### src/rtl/tick_timer_ctrl.sv
// tick_timer_ctrl: programmable interval timer with an internal clock-enable
// prescaler. It counts a loaded number of base ticks and pulses expire at
// terminal count, then either stops (one-shot) or reloads (periodic).
//
// Control handshake: start, stop and load are level inputs sampled on every
// rising clkin edge. In RUN the priority is rst > stop > start > tick. A start
// is accepted in IDLE only when stop is low and period_reg is nonzero. A start
// in RUN restarts the period. load is honoured only in IDLE. tick is a
// combinational clock enable. busy, expire and remaining are registered.
module tick_timer_ctrl #(
  parameter int PRESCALE = 5000,
  parameter int CNT_W    = 16,
  parameter int PS_W     = 13
) (
  input  logic             clkin,
  input  logic             rst,
  input  logic             start,
  input  logic             stop,
  input  logic             mode,
  input  logic             load,
  input  logic [CNT_W-1:0] period_in,
  output logic             busy,
  output logic             tick,
  output logic             expire,
  output logic [CNT_W-1:0] remaining,
  output logic             state_dbg
);

  typedef enum logic {
    IDLE = 1'b0,
    RUN  = 1'b1
  } state_t;

  localparam logic [PS_W-1:0]  PS_LAST = PS_W'(PRESCALE - 1);
  localparam logic [CNT_W-1:0] ONE     = CNT_W'(1);

  state_t           state;
  logic [CNT_W-1:0] period_reg;
  logic             mode_reg;
  logic [PS_W-1:0]  pcount;

  // Base tick: one clkin cycle out of every PRESCALE while running.
  assign tick      = (state == RUN) && (pcount == PS_LAST);
  assign state_dbg = (state == RUN);

  // Timer FSM: period load, start/stop/restart, prescaler and tick countdown.
  always_ff @(posedge clkin) begin
    if (rst) begin
      state      <= IDLE;
      busy       <= 1'b0;
      expire     <= 1'b0;
      remaining  <= '0;
      period_reg <= '0;
      pcount     <= '0;
      mode_reg   <= 1'b0;
    end else begin
      expire <= 1'b0;
      case (state)
        IDLE: begin
          if (load) begin
            period_reg <= period_in;
          end
          // A coincident load has not landed yet, so the old period is used.
          if (start && !stop && (period_reg != '0)) begin
            state     <= RUN;
            busy      <= 1'b1;
            remaining <= period_reg;
            pcount    <= '0;
            mode_reg  <= mode;
          end
        end
        RUN: begin
          if (stop) begin
            // Abort wins over a coincident tick: no expire.
            state     <= IDLE;
            busy      <= 1'b0;
            remaining <= '0;
            pcount    <= '0;
          end else if (start) begin
            // Restart discards any coincident tick.
            remaining <= period_reg;
            pcount    <= '0;
            mode_reg  <= mode;
          end else if (tick) begin
            pcount <= '0;
            if (remaining > ONE) begin
              remaining <= remaining - ONE;
            end else if (remaining == ONE) begin
              expire <= 1'b1;
              if (mode_reg) begin
                remaining <= period_reg;
              end else begin
                remaining <= '0;
                state     <= IDLE;
                busy      <= 1'b0;
              end
            end else begin
              // Unreachable in RUN; park safely rather than underflow.
              state <= IDLE;
              busy  <= 1'b0;
            end
          end else begin
            pcount <= pcount + PS_W'(1);
          end
        end
        default: begin
          state <= IDLE;
          busy  <= 1'b0;
        end
      endcase
    end
  end

endmodule

### config.mk
export PLATFORM = sky130hd
export DESIGN_NAME = tick_timer_ctrl
export DESIGN_NICKNAME = d
export VERILOG_FILES = /design/src/rtl/tick_timer_ctrl.sv
export SDC_FILE = /design/constraint.sdc
export NUM_CORES = 1
export LEC_CHECK = 0
export BUFFER_PORTS_ARGS = -buffer_cell sky130_fd_sc_hd__buf_2
export CAP_MARGIN = 5
export CORE_AREA = 2 2 88 69
export CTS_BUF_LIST = sky130_fd_sc_hd__clkbuf_16
export CTS_CLUSTER_SIZE = 14
export DETAILED_ROUTE_END_ITERATION = 8
export DIE_AREA = 0 0 90 71
export PLACE_DENSITY_LB_ADDON = 0.1
export SKIP_CTS_REPAIR_TIMING = 1
export SLEW_MARGIN = 10
export SYNTH_ARGS = -nofsm -noshare
export SYNTH_HDL_FRONTEND = slang
export SYNTH_SLANG_ARGS = --single-unit
### constraint.sdc
create_clock -name clkin -period 2.55 [get_ports clkin]
set_clock_uncertainty 0.15 [all_clocks]
set_input_delay 0.255 -clock clkin [delete_from_list [all_inputs] [get_ports clkin]]
set_output_delay 0.255 -clock clkin [all_outputs]
set_load 0.005 [all_outputs]
* Word level (Yosys, flattened, before mapping)
Cells that the tools add are included.
Operators by class: add/subtract/negate cells 2, multipliers 0, div/mod/pow operators 0, $lt $le $gt $ge 1, equality and inequality tests 11, shift-type cells 0, multiplexer cells 34, bitwise gates (word level) 2, reductions and logical operators 10
Operators by type and width (count):
- 16-bit 2-to-1 mux | 7
- 13-bit 2-to-1 mux | 4
- 16-bit one-hot mux with 2 select lines | 1
- 13-bit one-hot mux with 2 select lines | 1
- 1-bit 2-to-1 mux | 18
- 16-bit by 1-bit == test with 1-bit output, second input constant | 1
- 16-bit by 1-bit greater-than comparator with 1-bit output, second input constant | 1
- 16-bit nonzero test | 1
- 16-bit by 1-bit subtractor with 16-bit output, second input constant | 1
- 13-bit by 1-bit adder with 13-bit output, second input constant | 1
- 13-bit == test, second input constant | 1
- 3-bit != test, second input constant | 3
- 4-bit != test, second input constant | 2
- 2-bit != test, second input constant | 3
- 1-bit one-hot mux with 2 select lines | 3
- 3-bit AND reduction | 2
- 6-bit OR reduction | 1
- 5-bit by 3-bit != test with 1-bit output, second input constant | 1
- 5-bit AND reduction | 1
- 1-bit logical AND | 3
- 1-bit inverter | 2
- 2-bit AND reduction | 1
- 1-bit zero test | 1
Storage, ports and cells: register bits 49, latch bits 0, memory bits (writable) 0, ROM bits 0, input bits 22, output and inout bits 20, word-level logic and storage cells 67, memories kept 0

* Logic depth before layout (Yosys ltp)
word-level depth 7, mapped depth 8, depth with buffers taken out 7

* Worst setup path before layout
Ideal clock, no wire load.
path kind flip-flop to flip-flop, start register remaining[0], end register remaining[12], setup time 0.131 ns, arrival time 1.885 ns, path slack 0.384 ns, stages on the path, launching flop included 8, buffers on the path 1, path through dfxtp_1 inv_1 ha_1 or3b_2 buf_2 or3_1 a211oi_1 o32ai_1
On the way: longest elaborated chain between the ends 6, elaborated cells on any way between the ends 10
Ends and longest elaborated chain:
- from (decl) | RTL line 25 | output logic [CNT_W-1:0] remaining,
- from (signal assigned) | RTL line 67 | remaining <= period_reg;
- from (signal assigned) | RTL line 81 | remaining <= period_reg;
- from (signal assigned) | RTL line 87 | remaining <= remaining - ONE;
- 16-bit by 1-bit subtractor with 16-bit output / 16-bit by 1-bit greater-than comparator with 1-bit output (equally long branches) | RTL line 87, 86
- 16-bit 2-to-1 mux | RTL line 86 | if (remaining > ONE) begin
- 16-bit 2-to-1 mux | RTL line 84 | end else if (tick) begin
- 16-bit 2-to-1 mux | RTL line 79 | end else if (start) begin
- 16-bit 2-to-1 mux | RTL line 73 | if (stop) begin
- 16-bit one-hot mux with 2 select lines | RTL line 58 | case (state)
Parallel ways exist; a longest one is shown, timed or not. The select of a mux whose other input is x is not followed. A chain may end at the register's enable or synchronous reset.

* Worst setup path after layout
Ends and elaborated chain as after synthesis.

==> run metrics <==
status=finished clean; number of warnings issued by yosys=0; proportion of power drawn by combinational gates=27.4%; Pre-antenna DRT Iters=5; number of standard cells after synthesis=319; cell area after synthesis=0.00270 mm2; LEAKAGE=0.00118 uW; TritonCTS clock tree=yes; clock tree root driver cell=sky130_fd_sc_hd__clkbuf_16; Top-Level Pins=42; Worst Hold Class=in2reg; cell count after placement=430; cts bufs inserted=5; Setup TNS=0 ns; top area cells in the synthesized netlist=sky130_fd_sc_hd__dfxtp_1 (36%), sky130_fd_sc_hd__a21oi_1 (6.5%), sky130_fd_sc_hd__nand2_1 (6.3%); required time reported for the critical path endpoint=2.55 ns; max frequency=426 MHz; top fanout value on the critical path=7; initial detailed-routing violation count=228; Final Worst Setup Slack=0.203 ns; post-synthesis area per instance=8.46 um2; clock insertion delay at the later pin of the skew report=0.29 ns; VDD IR-drop max=0.347 mV; register bit count reported by yosys=49; Post-Place Setup Slack=-0.0308 ns; Chip Height=71 um; critical path endpoint category=register; port buffer count=41; worst-case headroom to the max-slew limit=62.0%; final hold violations=0; unrepaired setup endpoints after global routing=no; final non-filler cell total=438; post-detailed-route count of antenna-violating nets=0; crit path launch type=register; total clock sinks=49; Placed Area=0.00298 mm2; syn_nets=344; critical path arrival=2.35 ns; Max Root-Sink Buffers=2; post-DP HPWL=5120 um; internal power contribution=1450 uW; most instantiated library cell after synthesis=sky130_fd_sc_hd__dfxtp_1; Core Box Area=0.00559 mm2; hold_ws=0.0405 ns; Max Transition Viols Final=0; total number of vias=2490; Die Footprint=0.00639 mm2; initial antenna violation count=0; Max Cap Viol=0; start-to-end type of the worst setup path=reg2reg; period utilization=92.0%; Final Critical Period=2.35 ns; initial cell density of the core=48.3%; Worst-path clk slew=0.07 ns; leading post-synthesis cells by instance count=sky130_fd_sc_hd__dfxtp_1 (49), sky130_fd_sc_hd__nand2_1 (45), sky130_fd_sc_hd__a21oi_1 (35); DR DRC count=0; part of the power in registers=42.2%; Switch Pwr=737 uW; power density relative to cell area=698 mW/mm2; routed wire length=7130 um; global-route wire length before repair=11800 um; Clock power frac=30.4%; Horiz. Die Dim=90 um; Yosys cell types=57; async set or reset register ratio after synthesis=0%; number of enable-type register cells in the synthesized netlist=0; switching power as a share of total power=33.6%; via count of the first global-routing pass=2278; DR WL/cell=16.3 um; maximum number of pins on one net before global-route repair=24; H-Tree Level Count=2; fillcell total=557; Diodes inserted=0; layout cell share with drive strength beyond 1=24.7%; Tightest Pin Transition=0.570 ns; final weighted congestion in routability-driven placement=0.879; via density per instance=5.68; area growth from synthesis to layout=16.4%; final design instance area without fill=0.00314 mm2; top_reg_cell synth=sky130_fd_sc_hd__dfxtp_1; cell type with the largest total area after synthesis=sky130_fd_sc_hd__dfxtp_1; number of nets in the layout=384; GR Util All Layers=23.2%; number of setup violations in the final report=0; Row Count=24; share of the synthesized area in the top cell type=36.3%; Remaining Overflow, GRT=0; share of the yosys chip area belonging to registers=36.3%
cell type report:
cell class,count,area (um2),area share (%)
Clock inverter,3,20.0,0.637
Sequential cell,49,981,31.2
Inverter,7,26.3,0.836
Multi-Input combinational cell,240,1570,50.1
Timing Repair Buffer,56,318,10.1
Tap cell,78,97.6,3.11
Clock buffer,5,125,3.98
cell families after synthesis:
| logic type | count (synthesis) | synth area share (%) |
|---|---|---|
| simple gates | 122 | 25.2 |
| compound gates | 95 | 24.8 |
| flops | 49 | 36.3 |
| buf+inv | 30 | 5.79 |
| xor+xnor | 19 | 6.17 |
| fa+ha+maj | 3 | 1.39 |
| mux | 1 | 0.371 |
worst max-delay path, cell delays in order, from the launching register on:
cell and delay, ns:
sky130_fd_sc_hd__dfxtp_1 0.35, sky130_fd_sc_hd__inv_1 0.11, sky130_fd_sc_hd__ha_2 0.27, sky130_fd_sc_hd__or3b_2 0.55, sky130_fd_sc_hd__or3_1 0.34, sky130_fd_sc_hd__a211oi_1 0.30
sky130_fd_sc_hd__o32ai_1 0.14
layer usage:
layer  vias up  routed length, um  GRT usage (%)  part of all wire [%]
met2        73               2870           32.4                    40
met3         7                373           3.51                   5.2
met1      1162               3810           36.9                    53
met4         0                 79           6.15                   1.1
li1       1248                  -              -                     -
met5         -                  0              0                     0
cell usage in the layout (no fill, tap or decap), drive strengths merged, types with 8 or more instances in the layout:
| cell | Yosys | layout |
|---|---|---|
| a22oi | 10 | 10 |
| dfxtp | 49 | 49 |
| nor2 | 20 | 20 |
| buf | 11 | 56 |
| o21ai | 14 | 14 |
| inv | 7 | 8 |
| a211oi | 13 | 13 |
| nor4 | 11 | 11 |
| nand2 | 45 | 45 |
| xor2 | 14 | 14 |
| a21oi | 35 | 35 |
power groups by stage:
stage               combinational, uW  clock [uW]  sequential (uW)
floorplan                         457           0              905
global placement                  584           0              937
detailed placement                585           0              940
CTS                               591         684              922
global route                      662         698              936
finish                            600         667              925
worst paths after layout:
| kind | start | to | slack, ns | cells after the start |
|---|---|---|---|---|
| setup / recovery | remaining[0]$_SDFFE_PP0P_ | remaining[12]$_SDFFE_PP0P_ | 0.20 | 6 |
| hold / removal | period_in[13] | period_reg[13]$_SDFFE_PP0P_ | 0.04 | 3 |
| setup reg to reg | remaining[0]$_SDFFE_PP0P_ | remaining[12]$_SDFFE_PP0P_ | 0.20 | 6 |
| hold reg to reg | period_reg[11]$_SDFFE_PP0P_ | period_reg[11]$_SDFFE_PP0P_ | 0.33 | 2 |
metrics by stage:
| stage | util, % | total power [uW] |
|---|---|---|
| after floorplan | - | 1360 |
| after global placement | 53.4 | 1520 |
| after detailed placement | 53.4 | 1520 |
| after CTS | 56.0 | 2200 |
| after global routing | 56.3 | 2300 |
| final | 56.3 | 2190 |
(Power assumes the default switching activity.)
